==> config.mk <==
export PLATFORM = sky130hd
export DESIGN_NAME = hub75_rx
export DESIGN_NICKNAME = d
export VERILOG_FILES = /design/src/rtl/hub75_rx.sv
export SDC_FILE = /design/constraint.sdc
export NUM_CORES = 1
export LEC_CHECK = 0
export ABC_AREA = 1
export ABC_CLOCK_PERIOD_IN_PS = 1900
export CAP_MARGIN = 40
export CORE_ASPECT_RATIO = 1.4
export CORE_MARGIN = 1.5
export CORE_UTILIZATION = 48
export DETAILED_ROUTE_END_ITERATION = 10
export PLACE_DENSITY = 0.83
export SYNTH_ARGS = -nofsm -noshare
export SYNTH_HDL_FRONTEND = slang
export SYNTH_SLANG_ARGS = --single-unit
==> constraint.sdc <==
create_clock -name clk -period 1.9 [get_ports clk]
set_clock_uncertainty 0.15 [all_clocks]
set_input_delay 0.57 -clock clk [delete_from_list [all_inputs] [get_ports clk]]
set_output_delay 0.57 -clock clk [all_outputs]
set_load 0.01 [all_outputs]
==> src/rtl/hub75_rx.sv <==
// HUB75 receive model: oversamples the panel bus, rebuilds each shifted row and hands it out on valid/ready.
// Optional blank on-time statistics are enabled by defining HUB75_RX_BLANK_STAT_EN.
module hub75_rx #(
  parameter int COLS        = 64,
  parameter int ADDR_W      = 5,
  parameter int SYNC_STAGES = 2
) (
  input  logic                         clk,
  input  logic                         rst_n,
  input  logic                         sclk_in,
  input  logic                         r0_in,
  input  logic                         r1_in,
  input  logic                         latch_in,
  input  logic                         blank_in,
  input  logic [ADDR_W-1:0]            addr_in,
  output logic                         row_valid,
  input  logic                         row_ready,
  output logic [COLS-1:0]              row_r0,
  output logic [COLS-1:0]              row_r1,
  output logic [ADDR_W-1:0]            row_addr,
  output logic [$clog2(COLS+2)-1:0]    row_len,
  output logic [15:0]                  on_time,
  output logic                         len_err,
  output logic                         ovf_err
);
  localparam int LEN_W = $clog2(COLS+2);
  localparam int FL_W  = $clog2(SYNC_STAGES+2);
  localparam logic [0:0] S_EMPTY = 1'b0;
  localparam logic [0:0] S_FULL  = 1'b1;

  logic [SYNC_STAGES-1:0]        r_sclk_sync, r_r0_sync, r_r1_sync, r_latch_sync, r_blank_sync;
  logic [SYNC_STAGES*ADDR_W-1:0] r_addr_sync;
  logic                          r_sclk_prev, r_latch_prev;
  logic [FL_W-1:0]               r_flush;
  logic                          r_sclk_rise_p1, r_latch_rise_p1, r_r0_p1, r_r1_p1;
  logic [ADDR_W-1:0]             r_addr_p1;
  logic [COLS-1:0]               r_sr0, r_sr1;
  logic [LEN_W-1:0]              r_cnt;
  logic [0:0]                    r_state;

  logic                          w_sclk_s, w_latch_s, w_blank_s, w_en;
  logic [COLS-1:0]               w_sr0_nxt, w_sr1_nxt;
  logic [LEN_W-1:0]              w_cnt_nxt;
  logic                          w_commit, w_load;

  assign w_sclk_s  = r_sclk_sync[SYNC_STAGES-1];
  assign w_latch_s = r_latch_sync[SYNC_STAGES-1];
  assign w_blank_s = r_blank_sync[SYNC_STAGES-1];
  // Edges are only trusted once the chains and the previous-value flops hold real samples,
  // so a latch already high when reset releases is not mistaken for a rise.
  assign w_en      = (r_flush == FL_W'(SYNC_STAGES+1));

  // p0: synchronizers and previous-value flops
  always_ff @(posedge clk or negedge rst_n) begin
    if (!rst_n) begin
      r_sclk_sync  <= '0;
      r_r0_sync    <= '0;
      r_r1_sync    <= '0;
      r_latch_sync <= '0;
      r_blank_sync <= '0;
      r_addr_sync  <= '0;
      r_sclk_prev  <= 1'b0;
      r_latch_prev <= 1'b0;
      r_flush      <= '0;
    end else begin
      r_sclk_sync  <= {r_sclk_sync[SYNC_STAGES-2:0], sclk_in};
      r_r0_sync    <= {r_r0_sync[SYNC_STAGES-2:0], r0_in};
      r_r1_sync    <= {r_r1_sync[SYNC_STAGES-2:0], r1_in};
      r_latch_sync <= {r_latch_sync[SYNC_STAGES-2:0], latch_in};
      r_blank_sync <= {r_blank_sync[SYNC_STAGES-2:0], blank_in};
      r_addr_sync  <= {r_addr_sync[(SYNC_STAGES-1)*ADDR_W-1:0], addr_in};
      r_sclk_prev  <= w_sclk_s;
      r_latch_prev <= w_latch_s;
      if (!w_en) r_flush <= r_flush + 1'b1;
    end
  end

  // p1: edge pulses registered together with the data they qualify
  always_ff @(posedge clk or negedge rst_n) begin
    if (!rst_n) begin
      r_sclk_rise_p1  <= 1'b0;
      r_latch_rise_p1 <= 1'b0;
      r_r0_p1         <= 1'b0;
      r_r1_p1         <= 1'b0;
      r_addr_p1       <= '0;
    end else begin
      r_sclk_rise_p1  <= w_en & w_sclk_s & ~r_sclk_prev;
      r_latch_rise_p1 <= w_en & w_latch_s & ~r_latch_prev;
      r_r0_p1         <= r_r0_sync[SYNC_STAGES-1];
      r_r1_p1         <= r_r1_sync[SYNC_STAGES-1];
      r_addr_p1       <= r_addr_sync[SYNC_STAGES*ADDR_W-1 -: ADDR_W];
    end
  end

  // Shift-before-commit: the commit sees the post-shift register and count.
  always_comb begin
    w_sr0_nxt = r_sr0;
    w_sr1_nxt = r_sr1;
    w_cnt_nxt = r_cnt;
    if (r_sclk_rise_p1) begin
      w_sr0_nxt = {r_sr0[COLS-2:0], r_r0_p1};
      w_sr1_nxt = {r_sr1[COLS-2:0], r_r1_p1};
      if (r_cnt != LEN_W'(COLS+1)) w_cnt_nxt = r_cnt + 1'b1;
    end
  end

  assign w_commit  = r_latch_rise_p1;
  assign w_load    = w_commit & ((r_state == S_EMPTY) | row_ready);
  assign row_valid = (r_state == S_FULL);

  // p2: shift registers, bit counter, output buffer
  always_ff @(posedge clk or negedge rst_n) begin
    if (!rst_n) begin
      r_sr0    <= '0;
      r_sr1    <= '0;
      r_cnt    <= '0;
      r_state  <= S_EMPTY;
      row_r0   <= '0;
      row_r1   <= '0;
      row_addr <= '0;
      row_len  <= '0;
      len_err  <= 1'b0;
      ovf_err  <= 1'b0;
    end else begin
      r_sr0 <= w_sr0_nxt;
      r_sr1 <= w_sr1_nxt;
      r_cnt <= w_commit ? '0 : w_cnt_nxt;
      if (w_load) begin
        row_r0   <= w_sr0_nxt;
        row_r1   <= w_sr1_nxt;
        row_addr <= r_addr_p1;
        row_len  <= w_cnt_nxt;
      end
      if (w_commit && (w_cnt_nxt != LEN_W'(COLS))) len_err <= 1'b1;
      if (w_commit && !w_load) ovf_err <= 1'b1;
      case (r_state)
        S_EMPTY: if (w_commit) r_state <= S_FULL;
        default: if (row_ready && !w_commit) r_state <= S_EMPTY;
      endcase
    end
  end

`ifdef HUB75_RX_BLANK_STAT_EN
  logic [15:0] r_on_cnt, r_on_time;

  always_ff @(posedge clk or negedge rst_n) begin
    if (!rst_n) begin
      r_on_cnt  <= '0;
      r_on_time <= '0;
    end else begin
      if (w_commit) r_on_cnt <= '0;
      else if (w_en && !w_blank_s && r_on_cnt != 16'hFFFF) r_on_cnt <= r_on_cnt + 1'b1;
      if (w_load) r_on_time <= r_on_cnt;
    end
  end

  assign on_time = r_on_time;
`else
  logic w_unused_blank;
  assign w_unused_blank = w_blank_s;
  assign on_time        = 16'h0000;
`endif
endmodule

# Word level (Yosys, flattened, before mapping)
# Index checks and enable logic that the tools add are counted.
[op_classes]
n_eq_ne = 3
reduce_logical = 5
add_sub_neg = 2
n_mux = 8
bitwise = 9
[op_table]
columns = ["cell", "count"]
rows = [
  ["$mux 64", 2],
  ["$mux 7", 3],
  ["$ne 7x7->1 const B", 2],
  ["$add 7x1->7 const B", 1],
  ["$and 1x1->1", 5],
  ["$logic_and 1x1->1", 3],
  ["$mux 1", 3],
  ["$not 1->1", 3],
  ["$add 2x1->2 const B", 1],
  ["$eq 2x2->1 const B", 1],
  ["$logic_not 1->1", 2],
  ["$or 1x1->1", 1],
]
[totals]
input_bits = 13
ff_bits = 309
elab_cells = 50
output_inout_bits = 159

# Logic depth before layout (Yosys ltp)
[depth]
ltp_word = 5
mapped_depth = 12
depth_no_buf = 12

# Worst setup path before layout
# No wires, ideal clock.
[synth_timing]
path_type = "input to register"
start = "input port row_ready"
end = "register row_r0[50]"
arrival_time_ns = 1.338
path_slack_ns = 0.346
path_stages = 7
t_required_ns = 1.684
setup_time_ns = 0.066
path_buffers = 2
path_cell_list = "inv_1 -> nand2_1 -> nand2_2 -> buf_2 -> clkbuf_1 -> nand2_1 -> nand2_1"
[synth_via]
elab_chain_cells = 2
[synth_rtl]
columns = ["element", "line", "text"]
rows = [
  ["start: declaration", "17", "input logic row_ready,"],
  ["$or 1x1->1", "108", "assign w_load = w_commit & ((r_state == S_EMPTY) | row_ready);"],
  ["$and 1x1->1", "108", ""],
  ["end signal: assignment", "129", "row_r0 <= w_sr0_nxt;"],
  ["end: declaration", "18", "output logic [COLS-1:0] row_r0,"],
]
# Every way passes these cells.
# A chain may end at the register's enable or synchronous reset.

# Worst setup path in the final report
[layout_timing]
start = "register row_len[2]"
end = "output port row_len[2]"
[layout_lines]
columns = ["element", "line", "text"]
rows = [
  ["start: declaration", "21", "output logic [$clog2(COLS+2)-1:0] row_len,"],
  ["start signal: assignment", "132", "row_len <= w_cnt_nxt;"],
]
# No word-level cell between the ends.

==> metrics.md <==
| Metric | Value |
|---|---|
| Status | `complete, no violations` |
| Slowest-stage cell, CP | `dfrtp_1` |
| Netlist Area Pre-Place | `0.0115 mm^2` |
| Worst min path class | `reg2reg` |
| Commonest non-fill, non-tap cells in the layout | `nand2_1, dfrtp_1, o21ai_0, inv_1, buf_2` |
| Worst setup margin | `0.0275 ns` |
| Cells after DPL | `1638` |
| Clock root buffer | `clkbuf_16` |
| Post-synthesis sequential area ratio | `67.3%` |
| Total CTS buffers | `28` |
| Core area | `0.0234 mm^2` |
| CP delay by family, top | `flip-flops` |
| Share of cells above drive strength 1 | `17.4%` |
| Placed instance area | `0.0135 mm^2` |
| Uppermost routed layer | `met4` |
| Final hold viol count | `0` |
| DRC viols | `0` |
| Worst-Skew Late Latency | `0.54 ns` |
| FF+latch count, synth | `309` |
| # IOs | `172` |
| Final GP Congestion | `0.799` |
| Routed Antenna Nets | `0` |
| Clock power frac | `39.2%` |
| Hpwl dp | `15.8 mm` |
| Die ar. | `0.0249 mm^2` |
| Drt first pass iters | `5` |
| Reg-to-reg setup timing slack | `0.19 ns` |
| Die H | `186 um` |
| Largest net degree at the start of global routing | `81` |
| Data arrival, critical path | `1.15 ns` |
| Crit-path cells | `clkdlybuf4s15_1` |
| Largest area contributor in the netlist | `dfrtp_1` |
| Pre-CTS WS | `-0.243 ns` |
| Core Rows | `66` |
| Switch share | `23.9%` |
| Avg Cell Area, Syn | `9.58 um^2` |
| Final Hold Slack | `0.198 ns` |
| Final setup fails | `0` |
| Buffers on Ports | `154` |
| CP Class | `reg2out` |
| WL met2 | `12.5 mm` |
| Power Dens Cells | `980 mW/mm^2` |
| Antenna cells | `0` |
| Max cap viols | `0` |
| Clock sink total | `309` |
| CTS tree | `yes` |
| Crit path largest cell delay | `0.38 ns` |
| Int Power | `0.0104 W` |
| Vias in the first global route | `8491` |
| Synthesized instance count | `1198` |
| Min Tclk post-route | `1.87 ns` |
| Max FO, Critical Path | `2` |
| CTS clk-pin slew, worst paths | `0.06 ns` |
| Post-synth top area share | `67.3%` |
| Critical path capture point type | `output port` |
| Area Overhead vs Synth | `21.2%` |
| Commonest non-fill, non-tap cell in the layout | `nand2_1` |
| Switching power | `0.00327 W` |
| Grt ovf | `0` |
| H-tree Lvls | `1` |
| Yosys Warn Count | `0` |
| Via-to-Cell Ratio | `4.89` |
| Comb power frac | `8.7%` |
| Final Non-Filler Cells | `1706` |
| Met3 routed WL | `944 um` |
| Met1 WL | `10.1 mm` |
| DR WL/cell | `14.3 um` |
| Startpoint types | `register` |
| Final Cycle Share | `98.6%` |
| Initial antenna violation count | `0` |
| F_max | `534 MHz` |
| Slew Limit Fails | `0` |
| CP Data Required Time | `1.18 ns` |
| Wirelength, routed | `24.3 mm` |
| Peak supply drop | `0.000712 V` |
| Reg power frac | `52.1%` |
| WP buf/inv | `1` |
| Initial Utilization | `49.1%` |
| Ranking of synthesized cells by area | `dfrtp_1, nand2_1, o21ai_0` |
| Routed via count | `8335` |
| Final TNS setup | `0 ns` |
| Post-synth cell types | `25` |
| Pleak | `7.43 nW` |
| First-pass GRT wire length | `40.9 mm` |
| Die X | `134 um` |
| Final instance area | `0.0139 mm^2` |
| GRT Resource Usage Total | `20.1%` |
| Clock tree buffer depth | `3` |
| Initial DRC Count | `370` |
| Layout Nets | `1399` |
-- synth_stat cells, drive strengths merged --
cell,n
nand2,559
dfrtp,309
o21ai,129
inv,77
buf,61
nor2,25
clkbuf,15
a31oi,7
nand3,5
ha,3
o21bai,2
a21oi,1
conb,1
mux2,1
nand3b,1
xnor2,1
xor2,1
-- cells by family (layout without fill, tap and decap cells) --
group	after synthesis	in the layout	synth area share [%]
AND/OR/NAND/NOR	590	590	19.5
flip-flops	309	309	67.3
buffers and inverters	153	340	6.28
AO/OA/AOI/OAI	139	139	6.31
adder cells (fa/ha/maj)	3	3	0.327
XOR/XNOR	2	2	0.153
other	1	16	0.0327
multiplexers	1	1	0.0981
-- per-layer routing --
layer  vias to the layer above  GRT usage [%]
met2                       211           35.5
met4                         0           7.52
met3                        52           2.61
met1                      4050           25.2
li1                       4022              -
met5                         -              0
-- sequential cells by signal, summed over array words and instances, names as in the netlist, 2 cells and up --
| signal | count |
|---|---|
| r_sr0 | 64 |
| r_sr1 | 64 |
| row_r0 | 64 |
| row_r1 | 64 |
| r_addr_sync | 10 |
| r_cnt | 7 |
| row_len | 7 |
| r_addr_p1 | 5 |
| row_addr | 5 |
| r_flush | 2 |
| r_latch_sync | 2 |
| r_r0_sync | 2 |
| r_r1_sync | 2 |
| r_sclk_sync | 2 |
-- stage by stage --
| stage | total power, W | utilization (%) |
|---|---|---|
| 2_1_floorplan | 0.00777 | - |
| 3_3_place_gp | 0.00851 | 57.9 |
| 3_5_place_dp | 0.00855 | 57.9 |
| 4_1_cts | 0.0138 | 61.4 |
| 5_1_grt | 0.0142 | 59.6 |
| 6_report | 0.0136 | 59.6 |
-- worst paths after layout --
check,cells past startpoint,end,startpoint
max,1,row_len[2],row_len[2]$_DFFE_PN0P_
min,0,r_addr_sync[8]$_DFF_PN0_,r_addr_sync[3]$_DFF_PN0_
max reg2reg,6,row_r1[30]$_DFFE_PN0P_,r_sclk_rise_p1$_DFF_PN0_
min reg2reg,0,r_addr_sync[8]$_DFF_PN0_,r_addr_sync[3]$_DFF_PN0_
max in group asynchronous,3,row_r0[9]$_DFFE_PN0P_,rst_n
min in group asynchronous,2,row_addr[0]$_DFFE_PN0P_,rst_n
-- power groups by stage --
stage | Clock, W | Sequential (W) | Combinational, W
global placement | 0 | 0.00721 | 0.00130
detailed placement | 0 | 0.00722 | 0.00133
finish | 0.00535 | 0.00710 | 0.00119
floorplan | 0 | 0.00726 | 0.000518
global route | 0.00575 | 0.00713 | 0.00134
CTS | 0.00549 | 0.00710 | 0.00126
-- repair_timing --
| action | in CTS | in global routing |
|---|---|---|
| setup endpoints to repair | 143 | 91 |
| resized for setup | 400 | 89 |
| setup buffers | 11 | 9 |
| hold buffers | 1 | 0 |
| hold endpoints to repair | 29 | 0 |
-- cell type report --
cell class	instances	area, um^2
fillers	1971	9450
flip-flops and latches	309	7740
multi-input cells	751	3090
repair buffers	216	1550
clock buffers	41	801
well taps	306	383
inverters	77	294
clock inverters	6	61.3
Power figures use the tool's default switching activity.
